### config.mk
export PLATFORM = sky130hd
export DESIGN_NAME = hsync_decoder
export DESIGN_NICKNAME = d
export VERILOG_FILES = /design/src/rtl/hsync_decoder.sv
export SDC_FILE = /design/constraint.sdc
export NUM_CORES = 1
export LEC_CHECK = 0
export ABC_CLOCK_PERIOD_IN_PS = 4640
export CAP_MARGIN = 20
export CORE_AREA = 5 5 116 118
export CTS_CLUSTER_SIZE = 30
export DETAILED_ROUTE_END_ITERATION = 10
export DIE_AREA = 0 0 121 123
export PLACE_DENSITY = 0.72
export REMOVE_ABC_BUFFERS = 1
export SLEW_MARGIN = 20
export SYNTH_ARGS = -nofsm -noshare
export SYNTH_HDL_FRONTEND = slang
export SYNTH_SLANG_ARGS = --single-unit
export TNS_END_PERCENT = 20
### constraint.sdc
create_clock -name clk_in -period 4.64 [get_ports clk_in]
set_clock_uncertainty 0.2 [all_clocks]
set_input_delay 0.928 -clock clk_in [delete_from_list [all_inputs] [get_ports clk_in]]
set_output_delay 0.928 -clock clk_in [all_outputs]
set_load 0.01 [all_outputs]
### src/rtl/hsync_decoder.sv
// Horizontal timing decoder: measures line/sync/active widths, locks on repeats, recovers x.
// Optional error statistics enabled by defining HSYNC_DEC_STATS_EN.
module hsync_decoder #(
  parameter int CNT_WIDTH       = 12,
  parameter int LOCK_LINES      = 2,
  parameter bit SYNC_ACTIVE_LOW = 1'b1
) (
  input  logic                 clk_in,
  input  logic                 resetn,
  input  logic                 hsync,
  input  logic                 h_blank,
  output logic [CNT_WIDTH-1:0] x_pos,
  output logic                 x_valid,
  output logic [CNT_WIDTH-1:0] line_total,
  output logic [CNT_WIDTH-1:0] sync_width,
  output logic [CNT_WIDTH-1:0] active_width,
  output logic                 locked,
  output logic                 line_strobe,
  output logic                 mismatch,
  output logic [7:0]           err_count
);

  typedef enum logic [1:0] {SEEK, MEASURE, CHECK, LOCKED} state_t;

  localparam logic [CNT_WIDTH-1:0] CNT_MAX = '1;
  localparam logic [15:0]          LOCK_N  = 16'(LOCK_LINES);

  function automatic logic [CNT_WIDTH-1:0] sat_inc(input logic [CNT_WIDTH-1:0] v);
    return (v == CNT_MAX) ? v : v + 1'b1;
  endfunction

  state_t                 state_q, state_d;
  logic                   s_sync_q, s_sync_d, s_blank_q, s_blank_d;
  logic                   prev_sync_q, prev_blank_q;
  logic [CNT_WIDTH-1:0]   line_cnt_q, line_cnt_d, sync_cnt_q, sync_cnt_d, act_cnt_q, act_cnt_d;
  logic [15:0]            match_q, match_d;
  logic [CNT_WIDTH-1:0]   x_pos_q, x_pos_d, line_total_q, line_total_d;
  logic [CNT_WIDTH-1:0]   sync_width_q, sync_width_d, active_width_q, active_width_d;
  logic                   x_valid_q, x_valid_d, locked_q, locked_d;
  logic                   strobe_q, strobe_d, mismatch_q, mismatch_d;
  logic                   edge_det, diff, capture, sat_drop;

  always_comb begin
    s_sync_d  = SYNC_ACTIVE_LOW ? ~hsync : hsync;
    s_blank_d = h_blank;
    edge_det  = s_sync_q & ~prev_sync_q;
    sat_drop  = ~edge_det & (state_q != SEEK) & (line_cnt_q == CNT_MAX);
    diff      = (line_cnt_q != line_total_q) || (sync_cnt_q != sync_width_q) ||
                (act_cnt_q != active_width_q);

    if (edge_det) begin
      line_cnt_d = CNT_WIDTH'(1);
      sync_cnt_d = CNT_WIDTH'(1);
      act_cnt_d  = s_blank_q ? '0 : CNT_WIDTH'(1);
    end else begin
      line_cnt_d = sat_inc(line_cnt_q);
      sync_cnt_d = s_sync_q ? sat_inc(sync_cnt_q) : sync_cnt_q;
      act_cnt_d  = s_blank_q ? act_cnt_q : sat_inc(act_cnt_q);
    end

    state_d        = state_q;
    match_d        = match_q;
    locked_d       = locked_q;
    strobe_d       = 1'b0;
    mismatch_d     = 1'b0;
    capture        = 1'b0;
    line_total_d   = line_total_q;
    sync_width_d   = sync_width_q;
    active_width_d = active_width_q;

    // A leading edge takes priority over a simultaneous counter saturation.
    if (edge_det) begin
      strobe_d = (state_q != SEEK);
      case (state_q)
        SEEK:    state_d = MEASURE;
        MEASURE: begin
          capture = 1'b1;
          match_d = 16'd1;
          if (LOCK_LINES <= 1) begin
            state_d  = LOCKED;
            locked_d = 1'b1;
          end else begin
            state_d = CHECK;
          end
        end
        CHECK: begin
          if (diff) begin
            mismatch_d = 1'b1;
            capture    = 1'b1;
            match_d    = 16'd1;
          end else begin
            match_d = match_q + 16'd1;
            if (match_d >= LOCK_N) begin
              state_d  = LOCKED;
              locked_d = 1'b1;
            end
          end
        end
        default: begin
          if (diff) begin
            mismatch_d = 1'b1;
            capture    = 1'b1;
            match_d    = 16'd1;
            locked_d   = 1'b0;
            state_d    = CHECK;
          end
        end
      endcase
    end else if (sat_drop) begin
      state_d        = SEEK;
      locked_d       = 1'b0;
      match_d        = '0;
      line_total_d   = '0;
      sync_width_d   = '0;
      active_width_d = '0;
    end

    if (capture) begin
      line_total_d   = line_cnt_q;
      sync_width_d   = sync_cnt_q;
      active_width_d = act_cnt_q;
    end

    // x restarts on the first active pixel and holds through blanking.
    x_pos_d = x_pos_q;
    if (!s_blank_q) x_pos_d = prev_blank_q ? '0 : sat_inc(x_pos_q);
    x_valid_d = locked_d & ~s_blank_q;
  end

  always_ff @(posedge clk_in or negedge resetn) begin
    if (!resetn) begin
      state_q        <= SEEK;
      s_sync_q       <= 1'b0;
      s_blank_q      <= 1'b1;
      prev_sync_q    <= 1'b0;
      prev_blank_q   <= 1'b1;
      line_cnt_q     <= '0;
      sync_cnt_q     <= '0;
      act_cnt_q      <= '0;
      match_q        <= '0;
      x_pos_q        <= '0;
      x_valid_q      <= 1'b0;
      line_total_q   <= '0;
      sync_width_q   <= '0;
      active_width_q <= '0;
      locked_q       <= 1'b0;
      strobe_q       <= 1'b0;
      mismatch_q     <= 1'b0;
    end else begin
      state_q        <= state_d;
      s_sync_q       <= s_sync_d;
      s_blank_q      <= s_blank_d;
      prev_sync_q    <= s_sync_q;
      prev_blank_q   <= s_blank_q;
      line_cnt_q     <= line_cnt_d;
      sync_cnt_q     <= sync_cnt_d;
      act_cnt_q      <= act_cnt_d;
      match_q        <= match_d;
      x_pos_q        <= x_pos_d;
      x_valid_q      <= x_valid_d;
      line_total_q   <= line_total_d;
      sync_width_q   <= sync_width_d;
      active_width_q <= active_width_d;
      locked_q       <= locked_d;
      strobe_q       <= strobe_d;
      mismatch_q     <= mismatch_d;
    end
  end

`ifdef HSYNC_DEC_STATS_EN
  logic [7:0] err_q, err_d;

  always_comb begin
    err_d = err_q;
    if ((mismatch_d || sat_drop) && err_q != 8'hFF) err_d = err_q + 8'd1;
  end

  always_ff @(posedge clk_in or negedge resetn) begin
    if (!resetn) err_q <= '0;
    else         err_q <= err_d;
  end

  assign err_count = err_q;
`else
  assign err_count = '0;
`endif

  assign x_pos        = x_pos_q;
  assign x_valid      = x_valid_q;
  assign line_total   = line_total_q;
  assign sync_width   = sync_width_q;
  assign active_width = active_width_q;
  assign locked       = locked_q;
  assign line_strobe  = strobe_q;
  assign mismatch     = mismatch_q;

endmodule

==> results.py, run 1 <==
metrics = {
    "worst_hold_path": {
        "hold_class": "flip-flop to flip-flop",
        "holdPathStages": 0,
        "hold_path_startpoint": "s_blank_q$_DFF_PN1_",
        "holdPathEnd": "prev_blank_q$_DFF_PN1_",
    },
    "synthesis": {
        "syn_inst": 654,
        "synth-main-ff-cell": "dfrtp_1",
        "yosys.area.top_type": "dfrtp_1",
        "ys_warn_count": 0,
        "syn_avg_cell_area_sq_um": 9.198,
        "synth_async_sr_flop_share_pct": 100.0,
        "yosysSeqAreaShare_pct": 45.80,
        "synth_area_sq_mm": 0.006016,
        "synth_edf_count": 0,
        "synthDistinctLibCells": 64,
        "synth_seq_cells": 110,
        "synth_top_area_share_pct": 44.93,
        "synthTopCellsByArea": "dfrtp_1 (45%), xnor2_1 (7.1%), nand2_1 (7.1%), o21ai_0 (5.4%), nor2_1 (3.2%)",
    },
    "critical_path": {
        "worstPathMaxFanout": 32,
        "critPathSlowestCell": "nor4_1",
        "crit_arrival_ps": 3040,
        "path_delay_family": "simple AND/OR/NAND/NOR gates",
        "crit_buf_inv": 1,
        "r2r-end": "locked$_DFF_PN0_",
        "critPathCaptureType": "flip-flop",
        "worstRegToRegCells": 7,
        "r2r_slack_ps": 1640,
        "start_kind": "flip-flop",
        "reg2reg_from": "line_cnt_q[0]$_DFFE_PN0P_",
        "required_ps": 4670,
        "setup.worst_path.class": "flip-flop to flip-flop",
        "slowest_delay_ps": 850,
        "path_common_cell": "nand2_1",
        "cp_cell_sequence": "ha_1 -> nand4_1 -> nor4_1 -> nand2_1 -> buf_4 -> o211ai_1 -> nand2_1",
    },
    "clock_network": {
        "post_cts_buffers": 0,
        "postCtsHoldBufs": 0,
        "cts_tree": "done",
        "clk_latency_ps": 360,
        "cts_root_buf": "clkbuf_16",
        "cts_buffers": 9,
        "cts_num_sinks": 110,
        "ctsResizeCount": 0,
        "htree_levels": 3,
        "cts.clk_slew.worst_paths_ps": 80,
        "cts_buffer_depth": 2,
    },
    "timing": {
        "tightest_slew_ps": 941.2,
        "max-slew-margin-rel_pct": 36.68,
        "setup_ws_ps": 1637,
        "slew_viol_final": 0,
        "min_period_over_period_pct": 64.73,
        "grt_setup_unrepaired": "no",
        "setup_viol": 0,
        "layout_min_cycle_time_ps": 3003,
        "tns_ps": 0,
        "clock.fmax_mhz": 333.0,
        "finalHoldViolCount": 0,
    },
    "route": {
        "drtIter0Drc": 248,
        "viasPerCell": 5.415,
        "wl_per_cell_um": 15.11,
        "ant_nets": 0,
        "firstDrtPassIters": 4,
        "num_vias": 4668,
        "drc_errors": 0,
        "routed_wl_mm": 13.03,
    },
    "grt": {
        "overflow": 0,
        "track_usage_pct": 18.33,
        "grt_pass1_vias": 4542,
        "grt_max_degree": 73,
        "antenna_found_initial": 0,
        "grt_pass1_wl_mm": 22.08,
    },
    "placed_design": {
        "place.gp.congestion": 0.8591,
        "place.port_buffers": 55,
        "dp_hpwl_mm": 9.122,
        "dp_slack_ps": 1636,
    },
    "die": {
        "rows": 41,
        "die_h_um": 123,
        "io_pins": 64,
        "die_x_um": 121,
        "core_sq_mm": 0.01236,
        "dieArea_sq_mm": 0.01488,
        "start_util_pct": 48.66,
    },
    "job": {
        "cap_viol_max_count": 0,
    },
    "cells_and_area": {
        "drive_gt1_share_pct": 6.232,
        "diodes": 0,
        "fin_nets": 699,
        "final_cell_mix": "nand2_1 (113), dfrtp_1 (108), o21ai_0 (65), clkdlybuf4s50_1 (54), nor2_1 (51)",
        "syn_to_final_growth_pct": 14.27,
        "final_common_cell": "nand2_1",
        "fillers": 1103,
    },
    "outcome": {
        "status": "complete, no violations",
    },
    "pwr": {
        "design_power_total_mw": 2.465,
        "ir_worst_vdd_mv": 0.2242,
        "p_leak_nw": 2.733,
        "pwr_density_cell_mw_per_mm2": 358.6,
    },
}
Yosys cell counts (all sizes together), types with 2 or more instances:
cell    number
nand2      113
dfrtp      108
o21ai       69
nor2        52
xnor2       50
buf         26
nand4       25
clkbuf      23
nand3       23
xor2        21
a21oi       15
nor3        15
o31ai       14
inv         11
ha          10
nand2b       8
nor2b        8
and4         7
or3          6
and3         5
nor4         5
mux2i        4
nor4b        4
a211oi       2
a31oi        2
and2         2
dfstp        2
o211ai       2
o41ai        2
or4          2
per-layer routing:
layer | vias to the layer above | track usage, % | part of all wire, %
li1 | 2298 | - | -
met1 | 2261 | 25.23 | 48
met2 | 90 | 29.28 | 46
met3 | 19 | 2.562 | 3.4
met4 | 0 | 7.649 | 1.9
met5 | - | 0 | 0
kinds of logic (layout without fill, tap and decap cells):
family | after synthesis | count (layout) | share of synthesized area [%]
adders and majority gates | 10 | 10 | 2.080
DFF | 110 | 110 | 45.80
AOI/OAI and AO/OA | 116 | 116 | 12.13
other | 1 | 8 | 0.06234
and+or+nand+nor | 281 | 281 | 23.54
xor gates and xnor gates | 71 | 71 | 10.46
buffers and inverters | 60 | 89 | 5.075
muxes | 5 | 5 | 0.8528
worst max-delay path by stage:
stage                                    start                           to  cells past startpoint
detailed placement   line_cnt_q[0]$_DFFE_PN0P_       match_q[8]$_DFFE_PN0P_                      9
finish               line_cnt_q[0]$_DFFE_PN0P_             locked$_DFF_PN0_                      7
CTS                  line_cnt_q[0]$_DFFE_PN0P_             locked$_DFF_PN0_                      7
global route         line_cnt_q[0]$_DFFE_PN0P_             locked$_DFF_PN0_                      7
global placement      act_cnt_q[0]$_DFFE_PN0P_       match_q[6]$_DFFE_PN0P_                      7
floorplan           line_total[11]$_DFFE_PN0P_  active_width[0]$_DFFE_PN0P_                      6
worst reg2reg max path, delay by kind of cell (launching register included):
family | cells | cell delay, ps
flops | 1 | 470
fa+ha+maj | 1 | 230
buf+inv | 1 | 340
simple gates | 4 | 1430
compound gates | 1 | 200
stage by stage:
| stage | cells | hold slack (ps) | util, % | instance area, sq um |
|---|---|---|---|---|
| floorplan | 612 | 188.5 | - | 5778 |
| detailed placement | 846 | 236.7 | 53.42 | 6604 |
| global placement | 846 | 224.6 | 53.42 | 6604 |
| global route | 862 | 263.8 | 55.60 | 6874 |
| finish | 862 | 251.5 | 55.60 | 6874 |
| CTS | 862 | 254.9 | 55.60 | 6874 |
where the power goes:
part           switching (mW)  leakage (nW)  internal [mW]
clock network           0.356         0.127          0.369
registers               0.132          1.49           1.05
logic                   0.302          1.12          0.253
total                   0.790          2.73           1.67
sequential cells by signal (all words and copies together) (netlist names):
| signal | count |
|---|---|
| s_sync_q | 1 |
| match_q | 16 |
| line_strobe | 1 |
| x_valid | 1 |
| act_cnt_q | 12 |
| active_width | 12 |
| sync_width | 12 |
| prev_blank_q | 1 |
| mismatch | 1 |
| state_q | 2 |
| line_total | 12 |
| s_blank_q | 1 |
| sync_cnt_q | 12 |
| prev_sync_q | 1 |
| x_pos | 12 |
| locked | 1 |
| line_cnt_q | 12 |
cell type report:
class	count	area [sq um]	area share, %
Tap cell	172	215.2	3.131
Multi-Input combinational cell	491	2992	43.52
Timing Repair Buffer	62	600.6	8.737
Clock inverter	4	33.78	0.4914
Sequential cell	110	2755	40.08
Clock buffer	12	236.5	3.440
Inverter	11	41.29	0.6007
(Power assumes the default switching activity.)
==> run 2: changes to the inputs <==
ABC_CLOCK_PERIOD_IN_PS = 2600   (was 4640)
PLACE_DENSITY = 0.75   (was 0.72)
clock period = 2.6 ns   (was 4.64 ns; I/O delays follow)
==> results.py, run 2 (synthesis results as in run 1) <==
metrics = {
    "cells_and_area": {
        "drive_gt1_share_pct": 15.07,
        "final_cell_mix": "nand2_1 (113), dfrtp_1 (106), o21ai_0 (65), buf_4 (62), clkdlybuf4s50_1 (54)",
        "largest_reg_flops": 16,
        "design_area_sq_mm": 0.007480,
        "diodes": 0,
        "fin_nets": 759,
        "fillers": 1032,
        "final_common_cell": "nand2_1",
        "fin_cells": 922,
        "max_flop_register": "match_q",
        "syn_to_final_growth_pct": 24.33,
    },
    "route": {
        "drtIter0Drc": 446,
        "viasPerCell": 5.413,
        "wl_per_cell_um": 15.84,
        "firstDrtPassIters": 6,
        "drc_errors": 0,
        "ant_nets": 0,
        "routed_wl_mm": 14.60,
        "num_vias": 4991,
    },
    "die": {
        "core_sq_mm": 0.01236,
        "die_x_um": 121,
        "start_util_pct": 48.66,
        "dieArea_sq_mm": 0.01488,
        "io_pins": 64,
        "die_h_um": 123,
        "rows": 41,
    },
    "critical_path": {
        "start_kind": "flip-flop",
        "r2r-end": "match_q[4]$_DFFE_PN0P_",
        "setup.worst_path.class": "flip-flop to flip-flop",
        "crit_path_end": "match_q[4]$_DFFE_PN0P_",
        "cp_cell_sequence": "xnor2_1 -> nand4_1 -> nor4_4 -> nand3_4 -> or4_4 -> o31ai_1",
        "r2r_slack_ps": 60,
        "slowest_delay_ps": 620,
        "critPathCaptureType": "flip-flop",
        "required_ps": 2660,
        "reg2reg_from": "act_cnt_q[3]$_DFFE_PN0P_",
        "critPathSlowestCell": "or4_4",
        "worstPathMaxFanout": 7,
        "worstRegToRegCells": 6,
        "startpoint": "act_cnt_q[3]$_DFFE_PN0P_",
        "crit_arrival_ps": 2600,
    },
    "placed_design": {
        "dpl-instance-area_sq_mm": 0.007052,
        "placed_cells_incl_taps": 899,
        "place.gp.congestion": 0.8967,
        "place.port_buffers": 55,
        "dp_slack_ps": -71.36,
        "dp_hpwl_mm": 10.12,
    },
    "grt": {
        "overflow": 0,
        "grt_pass1_vias": 5032,
        "grt_max_degree": 63,
        "grt_pass1_wl_mm": 24.29,
        "antenna_found_initial": 0,
        "track_usage_pct": 20.35,
    },
    "timing": {
        "layout_min_cycle_time_ps": 2544,
        "tightest_slew_ps": 569.3,
        "setup_ws_ps": 55.63,
        "max-slew-margin-rel_pct": 61.97,
        "grt_setup_unrepaired": "yes",
        "clock.fmax_mhz": 393.0,
        "finalHoldViolCount": 0,
        "setup_viol": 0,
        "min_period_over_period_pct": 97.86,
        "slew_viol_final": 0,
        "tns_ps": 0,
        "whs_ps": 248.5,
    },
    "worst_hold_path": {
        "hold_class": "flip-flop to flip-flop",
    },
    "pwr": {
        "ir_worst_vdd_mv": 0.4312,
        "pwr_density_cell_mw_per_mm2": 630.9,
        "p_leak_nw": 3.072,
    },
    "clock_network": {
        "cts_buffers": 9,
        "cts_root_buf": "clkbuf_16",
        "clk_latency_ps": 360,
        "cts_buffer_depth": 2,
        "cts_tree": "done",
        "cts_num_sinks": 110,
        "cts.clk_slew.worst_paths_ps": 80,
        "htree_levels": 3,
    },
    "job": {
        "cap_viol_max_count": 0,
    },
    "outcome": {
        "status": "complete, no violations",
    },
}
run 2: per-layer routing:
layer  global-route usage (%)  up-vias  routed length [um]
met4                    6.091        0                 173
met3                    4.803       21                 606
met5                        0        -                   0
li1                         -     2418                   -
met1                    25.57     2440                6476
met2                    35.08      112                7343
run 2: through the flow:
stage	utilization [%]	total power, mW
floorplan	-	2.674
global placement	57.04	3.237
detailed placement	57.04	3.276
CTS	59.87	4.719
global route	60.50	4.960
finish	60.50	4.719
run 2: area by class of cell:
type	instances	area (sq um)	area share (%)
timing repair buffer	121	1096	14.65
sequential	110	2758	36.87
multi-input combinational	492	3068	41.02
inverter	11	41.29	0.5520
tap	172	215.2	2.877
clock inverter	4	55.05	0.7360
clock buffer	12	246.5	3.295
run 2: power breakdown:
part,internal [mW],switching [mW]
logic,0.576,0.650
registers,1.88,0.188
clock network,0.781,0.646
total,3.24,1.48
run 2: repair_timing:
action,4_1_cts,5_1_grt
setup buffers,0,5
pin swaps,2,12
hold endpoints to repair,30,0
hold buffers,1,0
gates cloned,1,0
endpoints found under the setup margin,2,18
gates resized for setup,6,8
run 2: worst min-delay path by stage:
stage | start | end | slack (ps) | cells past startpoint
floorplan | resetn | act_cnt_q[0]$_DFFE_PN0P_ | 20 | 0
finish | s_sync_q$_DFF_PN0_ | prev_sync_q$_DFF_PN0_ | 250 | 0
detailed placement | s_sync_q$_DFF_PN0_ | prev_sync_q$_DFF_PN0_ | 240 | 0
CTS | s_sync_q$_DFF_PN0_ | prev_sync_q$_DFF_PN0_ | 250 | 0
global placement | s_sync_q$_DFF_PN0_ | prev_sync_q$_DFF_PN0_ | 230 | 0
global route | s_sync_q$_DFF_PN0_ | prev_sync_q$_DFF_PN0_ | 270 | 0
run 2: critical path: cells and delay by family (launching register included):
family	cells	cell delay [ps]
compound gates	1	240
xor+xnor	1	170
flops	1	410
simple gates	4	1430
